`config.mk`:
```
export PLATFORM = sky130hd
export DESIGN_NAME = hilo_mdu
export DESIGN_NICKNAME = d
export VERILOG_FILES = /design/src/rtl/hilo_mdu.sv
export SDC_FILE = /design/constraint.sdc
export NUM_CORES = 1
export LEC_CHECK = 0
export BUFFER_PORTS_ARGS = -buffer_cell sky130_fd_sc_hd__buf_2
export CORE_MARGIN = 2
export CORE_UTILIZATION = 42
export CTS_CLUSTER_DIAMETER = 120
export DETAILED_ROUTE_END_ITERATION = 12
export GPL_ROUTABILITY_DRIVEN = 0
export GPL_TIMING_DRIVEN = 0
export MAX_ROUTING_LAYER = met4
export PLACE_DENSITY = 0.58
export SLEW_MARGIN = 20
export SYNTH_ARGS = -nofsm -noshare
export SYNTH_HDL_FRONTEND = slang
export SYNTH_SLANG_ARGS = --single-unit
```
`constraint.sdc`:
```
create_clock -name clk -period 4.7 [get_ports clk]
set_input_delay 0.705 -clock clk [delete_from_list [all_inputs] [get_ports clk]]
set_output_delay 0.705 -clock clk [all_outputs]
set_load 0.05 [all_outputs]
```
`src/rtl/hilo_mdu.sv`:
```
// HI/LO register pair with a multicycle radix-2 multiplier and optional restoring divider.
// The divider is built only when HILO_MDU_DIV_EN is defined; otherwise divide ops are no-ops.
module hilo_mdu (
  input  logic        clk,
  input  logic        resetn,
  input  logic        start,
  input  logic [7:0]  aluop,
  input  logic [31:0] a,
  input  logic [31:0] b,
  input  logic        flush,
  output logic        stall,
  output logic        done,
  output logic [31:0] hi_o,
  output logic [31:0] lo_o
);

  localparam logic [7:0] EXE_MTHI_OP  = 8'b0001_0001;
  localparam logic [7:0] EXE_MTLO_OP  = 8'b0001_0011;
  localparam logic [7:0] EXE_MULT_OP  = 8'b0001_1000;
  localparam logic [7:0] EXE_MULTU_OP = 8'b0001_1001;
  localparam logic [7:0] EXE_DIV_OP   = 8'b0001_1010;
  localparam logic [7:0] EXE_DIVU_OP  = 8'b0001_1011;

  typedef enum logic [1:0] {
    S_IDLE = 2'd0,
    S_MUL  = 2'd1,
    S_DIV  = 2'd2,
    S_FIN  = 2'd3
  } state_t;

  state_t      state_q;
  logic [31:0] hi_q, lo_q;
  logic [4:0]  cnt_q;
  logic        done_q;
  logic [63:0] acc_q;
  logic [63:0] mcand_q;
  logic [31:0] opb_q;
  logic        neg_q_q;
  logic        neg_r_q;
  logic        op_div_q;

  logic        is_mul, op_signed, div_go, multi;
  logic [31:0] abs_a, abs_b;
  logic [63:0] mul_acc_d;
  logic [63:0] prod_d;
  logic [31:0] quot_d, rem_d;

  assign is_mul    = (aluop == EXE_MULT_OP) || (aluop == EXE_MULTU_OP);
  assign op_signed = (aluop == EXE_MULT_OP) || (aluop == EXE_DIV_OP);
  assign abs_a     = (op_signed && a[31]) ? (~a + 32'd1) : a;
  assign abs_b     = (op_signed && b[31]) ? (~b + 32'd1) : b;

`ifdef HILO_MDU_DIV_EN
  logic        is_div;
  logic [33:0] div_diff;
  logic [63:0] div_acc_d;

  assign is_div = (aluop == EXE_DIV_OP) || (aluop == EXE_DIVU_OP);
  // A zero divisor completes in one cycle without touching HI/LO, so it never stalls.
  assign div_go = is_div && (b != 32'd0);

  // Restoring step on {remainder, dividend}: shift left one, try to subtract the divisor.
  assign div_diff  = {1'b0, acc_q[63:31]} - {2'b00, opb_q};
  assign div_acc_d = div_diff[33] ? {acc_q[62:0], 1'b0}
                                  : {div_diff[31:0], acc_q[30:0], 1'b1};
`else
  assign div_go = 1'b0;
`endif

  assign multi = is_mul || div_go;

  assign mul_acc_d = opb_q[0] ? (acc_q + mcand_q) : acc_q;
  assign prod_d    = neg_q_q ? (~acc_q + 64'd1) : acc_q;
  assign quot_d    = neg_q_q ? (~acc_q[31:0] + 32'd1) : acc_q[31:0];
  assign rem_d     = neg_r_q ? (~acc_q[63:32] + 32'd1) : acc_q[63:32];

  assign stall = (state_q != S_IDLE) || (resetn && start && multi);
  assign done  = done_q;
  assign hi_o  = hi_q;
  assign lo_o  = lo_q;

  always_ff @(posedge clk or negedge resetn) begin
    if (!resetn) begin
      state_q  <= S_IDLE;
      hi_q     <= 32'd0;
      lo_q     <= 32'd0;
      cnt_q    <= 5'd0;
      done_q   <= 1'b0;
      acc_q    <= 64'd0;
      mcand_q  <= 64'd0;
      opb_q    <= 32'd0;
      neg_q_q  <= 1'b0;
      neg_r_q  <= 1'b0;
      op_div_q <= 1'b0;
    end else begin
      done_q <= 1'b0;
      unique case (state_q)
        S_IDLE: begin
          if (start) begin
            if (aluop == EXE_MTHI_OP) begin
              hi_q <= a;
            end else if (aluop == EXE_MTLO_OP) begin
              lo_q <= a;
            end else if (is_mul) begin
              acc_q    <= 64'd0;
              mcand_q  <= {32'd0, abs_a};
              opb_q    <= abs_b;
              neg_q_q  <= op_signed && (a[31] ^ b[31]);
              neg_r_q  <= 1'b0;
              op_div_q <= 1'b0;
              cnt_q    <= 5'd0;
              state_q  <= S_MUL;
            end
`ifdef HILO_MDU_DIV_EN
            else if (is_div) begin
              if (b == 32'd0) begin
                done_q <= 1'b1;
              end else begin
                acc_q    <= {32'd0, abs_a};
                opb_q    <= abs_b;
                neg_q_q  <= op_signed && (a[31] ^ b[31]);
                neg_r_q  <= op_signed && a[31];
                op_div_q <= 1'b1;
                cnt_q    <= 5'd0;
                state_q  <= S_DIV;
              end
            end
`endif
          end
        end
        S_MUL: begin
          if (flush) begin
            state_q <= S_IDLE;
          end else begin
            acc_q   <= mul_acc_d;
            mcand_q <= {mcand_q[62:0], 1'b0};
            opb_q   <= {1'b0, opb_q[31:1]};
            cnt_q   <= cnt_q + 5'd1;
            if (cnt_q == 5'd31) state_q <= S_FIN;
          end
        end
`ifdef HILO_MDU_DIV_EN
        S_DIV: begin
          if (flush) begin
            state_q <= S_IDLE;
          end else begin
            acc_q <= div_acc_d;
            cnt_q <= cnt_q + 5'd1;
            if (cnt_q == 5'd31) state_q <= S_FIN;
          end
        end
`endif
        S_FIN: begin
          // A flush here drops the finished result entirely.
          if (!flush) begin
            if (op_div_q) begin
              hi_q <= rem_d;
              lo_q <= quot_d;
            end else begin
              hi_q <= prod_d[63:32];
              lo_q <= prod_d[31:0];
            end
            done_q <= 1'b1;
          end
          state_q <= S_IDLE;
        end
        default: state_q <= S_IDLE;
      endcase
    end
  end

endmodule

```
# Word level (Yosys, flattened, before mapping)
# Cells that the tools add are included.
# word_totals
reg_bits	233
out_inout_bits	66
wordCells	102
in_bits	76
# op_classes
reduce_logical	18
mux	46
bitwise_logic	6
n_addsub	5
eq_ne	18
# op_table
op	count
$mux W64	12
$mux W32	14
$pmux W64 S2	2
$pmux W32 S2	3
$add A32 B1 Y32 const B	2
$add A64 B1 Y64 const B	1
$add A64 B64 Y64	1
$not A32 Y32	2
$not A64 Y64	1
$eq A8 B5 Y1 const B	5
$mux W5	5
$ne A2 B2 Y1 const B	9
$reduce_and A5 Y1	3
$mux W2	6
$pmux W5 S2	1
$reduce_and A7 Y1	1
$reduce_and A6 Y1	1
$reduce_bool A2 Y1	3
$add A5 B1 Y5 const B	1
$eq A5 B5 Y1 const B	1
$logic_and A1 B1 Y1	5
$pmux W2 S2	1
$reduce_and A4 Y1	1
$logic_or A1 B1 Y1	3
other kinds (7)	9

# Logic depth before layout (Yosys ltp)
# depth
depth_word	9
mapped_depth	13
ltp_nobuf	13

# Least setup slack after synthesis
# No wires, ideal clock.
# synth_timing
path_type	register -> register
start	register acc_q[0]
end	register acc_q[56]
t_required_ns	4.574
arrival_time_ns	3.340
path_buffers	0
path_slack_ns	1.234
setup_ns	0.126
period_less_slack_ns	3.466
stages_incl_launch_ff	14
cell_sequence	dfrtp_1 > ha_1 > inv_1 > fa_1 > nor2b_1 > o21ai_0 > o21ai_1 > a31oi_1 > o311a_1 > o31a_1 > a2111oi_2 > a2bb2oi_1 > mux2i_1 > nand2_1
# synth_between
elab_chain_len	4
# synth_lines
element	line	source
start: declaration	35	logic [63:0] acc_q;
start signal: assignment	135	acc_q <= mul_acc_d;
$add A64 B64 Y64	72	assign mul_acc_d = opb_q[0] ? (acc_q + mcand_q) : acc_q;
$mux W64	72	
$mux W64	132	if (flush) begin
$pmux W64 S2	97	unique case (state_q)
# Every way passes these cells. The select of a mux whose other input is x is not followed.
# A chain may end at the register's enable or synchronous reset.

# Worst setup path in the final report
# layout_timing
start	register acc_q[0]
end	register acc_q[52]
# Same word-level chain as after synthesis.

==> flow_summary.html <==
<table>
<tr><th>Metric</th><th>Value</th></tr>
<tr><th colspan="2">STA</th></tr>
<tr><td>Max-slew violations</td><td>0</td></tr>
<tr><td>Setup repair after global routing missed its margin</td><td>no</td></tr>
<tr><td>Pin slew with the least headroom to its limit</td><td>1.01 ns</td></tr>
<tr><td>Peak Freq</td><td>225 MHz</td></tr>
<tr><td>Max-Slew Margin vs Limit</td><td>32.4%</td></tr>
<tr><td>Final Setup Violations</td><td>0</td></tr>
<tr><td>Min setup slack post-route</td><td>0.246 ns</td></tr>
<tr><td>Total Neg Setup Slack</td><td>0 ns</td></tr>
<tr><td>Final number of hold-violating endpoints</td><td>0</td></tr>
<tr><td>Final clock period utilization by the worst path</td><td>94.8%</td></tr>
<tr><td>Crit path time final</td><td>4.45 ns</td></tr>
<tr><td>Clock skew after layout</td><td>0.0128 ns</td></tr>
<tr><th colspan="2">Power</th></tr>
<tr><td>Switching power summed over all nets</td><td>1.88 mW</td></tr>
<tr><td>Static Leakage</td><td>8.31 nW</td></tr>
<tr><td>Worst VDD drop</td><td>0.303 mV</td></tr>
<tr><td>Total power density per cell area</td><td>320 mW/mm2</td></tr>
<tr><td>Fraction of power consumed by combinational cells</td><td>22.8%</td></tr>
<tr><td>Sequential cell fraction of total power</td><td>41.0%</td></tr>
<tr><td>Switching share of power</td><td>32.8%</td></tr>
<tr><td>Clock network fraction of total power</td><td>36.2%</td></tr>
<tr><td>Cell-internal power</td><td>3.85 mW</td></tr>
<tr><th colspan="2">Final layout</th></tr>
<tr><td>Total area of multi-input combinational cells</td><td>0.00930 mm2</td></tr>
<tr><td>Number of standard cells in the layout, taps in and fillers out</td><td>2522</td></tr>
<tr><td>Most common library cell in the layout ignoring fill and taps</td><td>sky130_fd_sc_hd__nand2_1</td></tr>
<tr><td>Seq. cell area</td><td>0.00583 mm2</td></tr>
<tr><td>Share of final-layout standard cells stronger than drive strength 1</td><td>10.1%</td></tr>
<tr><td>Area growth from synthesis to final layout</td><td>14.4%</td></tr>
<tr><td>Commonest non-fill, non-tap cells in the layout</td><td>272 x sky130_fd_sc_hd__nand2_1, 233 x sky130_fd_sc_hd__dfrtp_1, 188 x sky130_fd_sc_hd__o21ai_0, 144 x sky130_fd_sc_hd__nor2_1, 142 x sky130_fd_sc_hd__buf_2</td></tr>
<tr><td>Filler Cell Count</td><td>3591</td></tr>
<tr><td>Layout net count</td><td>2180</td></tr>
<tr><th colspan="2">Synth</th></tr>
<tr><td>Fraction of the yosys area taken by sequential cells</td><td>37.3%</td></tr>
<tr><td>Netlist area before placement</td><td>0.0156 mm2</td></tr>
<tr><td>Async set-reset flop share out of synthesis</td><td>100%</td></tr>
<tr><td>Predominant post-synthesis flop cell</td><td>sky130_fd_sc_hd__dfrtp_1</td></tr>
<tr><td>Number of flip-flops and latches in the synthesized netlist</td><td>233</td></tr>
<tr><td>Instance count of the mapped netlist</td><td>1862</td></tr>
<tr><td>Number of distinct library cell variants in the gate-level netlist after synthesis</td><td>70</td></tr>
<tr><td>Synthesized Nets</td><td>2007</td></tr>
<tr><td>Mean area per synthesized cell</td><td>8.40 um2</td></tr>
<tr><td>Post-synth EDFFs</td><td>0</td></tr>
<tr><td>Syn. warnings</td><td>0</td></tr>
<tr><th colspan="2">Clocking</th></tr>
<tr><td>Clock slew at the register clock pins of the worst setup and hold paths</td><td>0.06 ns</td></tr>
<tr><td>Post-CTS resize count</td><td>0</td></tr>
<tr><td>Clock tree root driver cell</td><td>sky130_fd_sc_hd__clkbuf_16</td></tr>
<tr><td>H-tree depth</td><td>1</td></tr>
<tr><td>Deepest clock path buffer count</td><td>3</td></tr>
<tr><td>Clock Latency Late Sink</td><td>0.56 ns</td></tr>
<tr><td>Number of hold-repair buffers added at the cts stage</td><td>0</td></tr>
<tr><td>Clock net sink count</td><td>233</td></tr>
<tr><td>TritonCTS Buffers</td><td>27</td></tr>
<tr><td>Setup bufs post-CTS</td><td>0</td></tr>
<tr><td>Clock tree from TritonCTS</td><td>built</td></tr>
<tr><th colspan="2">GRT</th></tr>
<tr><td>Number of global-route vias before repair</td><td>14400</td></tr>
<tr><td>Largest net degree at the start of global routing</td><td>63</td></tr>
<tr><td>Antenna violations before repair</td><td>0</td></tr>
<tr><td>Residual overflow from global routing</td><td>0</td></tr>
<tr><td>Global-route wire length before repair</td><td>85.3 mm</td></tr>
<tr><td>Overall Global Routing Usage</td><td>29.3%</td></tr>
<tr><th colspan="2">Critical path</th></tr>
<tr><td>Worst-path fanout max</td><td>6</td></tr>
<tr><td>Crit path launch type</td><td>flop</td></tr>
<tr><td>Data required time of the worst path</td><td>5.10 ns</td></tr>
<tr><td>Data arrival time of the critical path</td><td>4.85 ns</td></tr>
<tr><td>Class of the most critical setup path</td><td>reg -&gt; reg</td></tr>
<tr><td>Capturing element type of the critical path</td><td>flop</td></tr>
<tr><th colspan="2">Floorplanning</th></tr>
<tr><td>I/O pin total</td><td>142</td></tr>
<tr><td>Die outline area</td><td>0.0388 mm2</td></tr>
<tr><td>Die boundary height</td><td>197 um</td></tr>
<tr><td>Core ar.</td><td>0.0366 mm2</td></tr>
<tr><td>Site row count</td><td>70</td></tr>
<tr><td>Die span in x</td><td>197 um</td></tr>
<tr><td>Starting utilization of the core area</td><td>42.7%</td></tr>
<tr><th colspan="2">Hold path</th></tr>
<tr><td>Class of the tightest hold or removal check</td><td>in -&gt; async</td></tr>
<tr><th colspan="2">Drt</th></tr>
<tr><td>Total length of routed wires</td><td>55.6 mm</td></tr>
<tr><td>Detail-routed via count per cell</td><td>5.94</td></tr>
<tr><td>Wire per inst</td><td>22.0 um</td></tr>
<tr><td>DRC viols</td><td>0</td></tr>
<tr><td>Drt first pass iters</td><td>5</td></tr>
<tr><td>Total via count after detailed routing</td><td>15000</td></tr>
<tr><td>Number of nets still failing antenna checks after routing</td><td>0</td></tr>
<tr><td>DRC marker count from the first detailed-route iteration</td><td>1031</td></tr>
<tr><th colspan="2">Placement</th></tr>
<tr><td>Placement-stage worst setup slack</td><td>0.345 ns</td></tr>
<tr><td>Post-detail-place hpwl</td><td>43.8 mm</td></tr>
<tr><td>DP Cell Count</td><td>2474</td></tr>
<tr><td>Number of input and output port buffers inserted</td><td>140</td></tr>
<tr><th colspan="2">Status</th></tr>
<tr><td>Outcome</td><td>finished, final reports clean</td></tr>
<tr><th colspan="2">Run</th></tr>
<tr><td>Max cap viols</td><td>0</td></tr>
</table>
-- flip-flops by register name, indices dropped and copies added, names as in the netlist, 2 cells and up --
signal,cells
opb_q,32
lo_o,32
acc_q,64
hi_o,32
cnt_q,5
mcand_q,64
state_q,2
-- per-layer routing --
layer / wire length (um) / global-route usage, % / vias to the layer above
met5: 0 / - / -
met4: 2760 / 13.1 / 0
met3: 3850 / 3.72 / 109
met2: 24000 / 43.8 / 584
met1: 24900 / 40.0 / 7167
li1: - / - / 7124
-- final cells by class --
class	count	area share, %
Buffer	109	2.32
Inverter	30	0.629
Timing Repair Buffer	144	4.46
Sequential cell	233	32.6
Clock inverter	6	0.336
Multi-Input combinational cell	1490	52.0
Antenna cell	1	0.0140
Tap cell	468	3.27
Clock buffer	41	4.40
-- synth_stat cells (all sizes together), types with 4 or more instances --
cell | n | area [um2]
a22o | 37 | 324
xor2 | 89 | 780
clkbuf | 98 | 368
mux2i | 5 | 50.1
o21a | 14 | 105
o41ai | 15 | 146
o221ai | 6 | 52.6
nor4 | 13 | 87.6
o22ai | 70 | 438
ha | 68 | 851
buf | 11 | 47.6
xnor2 | 90 | 788
nor2 | 144 | 541
inv | 29 | 109
nand3 | 24 | 120
or3 | 24 | 170
nand2b | 16 | 100
a221oi | 9 | 78.8
or2 | 9 | 56.3
nor3 | 28 | 140
nor2b | 10 | 62.6
a211oi | 15 | 113
o21ai | 193 | 970
a31oi | 9 | 56.3
and3 | 8 | 50.1
and2 | 10 | 62.6
a21oi | 113 | 566
and4 | 4 | 35.0
dfrtp | 233 | 5830
or4 | 16 | 124
o31ai | 59 | 443
nand2 | 272 | 1020
a21o | 40 | 300
nand4 | 18 | 113
a41oi | 7 | 61.3
o21bai | 13 | 97.6
-- through the flow --
| stage | total power, mW | instance area (um2) | hold slack, ns | util, % |
|---|---|---|---|---|
| global route | 5.99 | 17900 | 0.102 | 48.9 |
| CTS | 5.74 | 17900 | 0.0818 | 48.9 |
| finish | 5.73 | 17900 | 0.0729 | 48.9 |
| global placement | 3.63 | 16900 | 0.457 | 46.3 |
| floorplan | 3.22 | 15600 | 0.409 | - |
| detailed placement | 3.66 | 17000 | 0.462 | 46.6 |
-- kinds of logic after synthesis --
group / share of synthesized area, %
fa+ha+maj: 5.57
xor+xnor: 10.0
compound gates: 25.8
flops: 37.3
simple gates: 17.6
buf+inv: 3.37
mux: 0.320
-- power by group through the flow --
stage | logic (mW) | clock network (mW) | registers, mW
2_1_floorplan | 0.805 | 0 | 2.41
3_3_place_gp | 1.26 | 0 | 2.37
3_5_place_dp | 1.29 | 0 | 2.37
4_1_cts | 1.29 | 2.11 | 2.34
5_1_grt | 1.45 | 2.18 | 2.36
6_report | 1.31 | 2.08 | 2.35
-- worst max-delay path, cell delays in order (launching register included) --
cell,delay (ns)
sky130_fd_sc_hd__dfrtp_1,0.52
sky130_fd_sc_hd__ha_1,0.26
sky130_fd_sc_hd__inv_1,0.06
sky130_fd_sc_hd__fa_1,0.41
sky130_fd_sc_hd__nor2b_1,0.12
sky130_fd_sc_hd__o21ai_0,0.11
sky130_fd_sc_hd__o21ai_1,0.28
sky130_fd_sc_hd__a31oi_1,0.29
sky130_fd_sc_hd__o311a_1,0.52
sky130_fd_sc_hd__o31a_1,0.42
sky130_fd_sc_hd__a2111oi_2,0.57
sky130_fd_sc_hd__a2bb2oi_1,0.45
sky130_fd_sc_hd__xnor2_1,0.17
sky130_fd_sc_hd__o22ai_1,0.10
-- worst paths after layout --
check,from,endpoint,slack [ns],depth (start not counted)
min in group clk,hi_o[3]$_DFFE_PN0P_,hi_o[3]$_DFFE_PN0P_,0.47,2
max reg2reg,acc_q[0]$_DFFE_PN0P_,acc_q[52]$_DFFE_PN0P_,0.25,13
min reg2reg,hi_o[3]$_DFFE_PN0P_,hi_o[3]$_DFFE_PN0P_,0.47,2
max,acc_q[0]$_DFFE_PN0P_,acc_q[52]$_DFFE_PN0P_,0.25,13
max in group asynchronous,resetn,opb_q[25]$_DFFE_PN0P_,3.29,4
min,resetn,done$_DFF_PN0_,0.07,1
No activity file was read; power rests on OpenSTA's default activity.
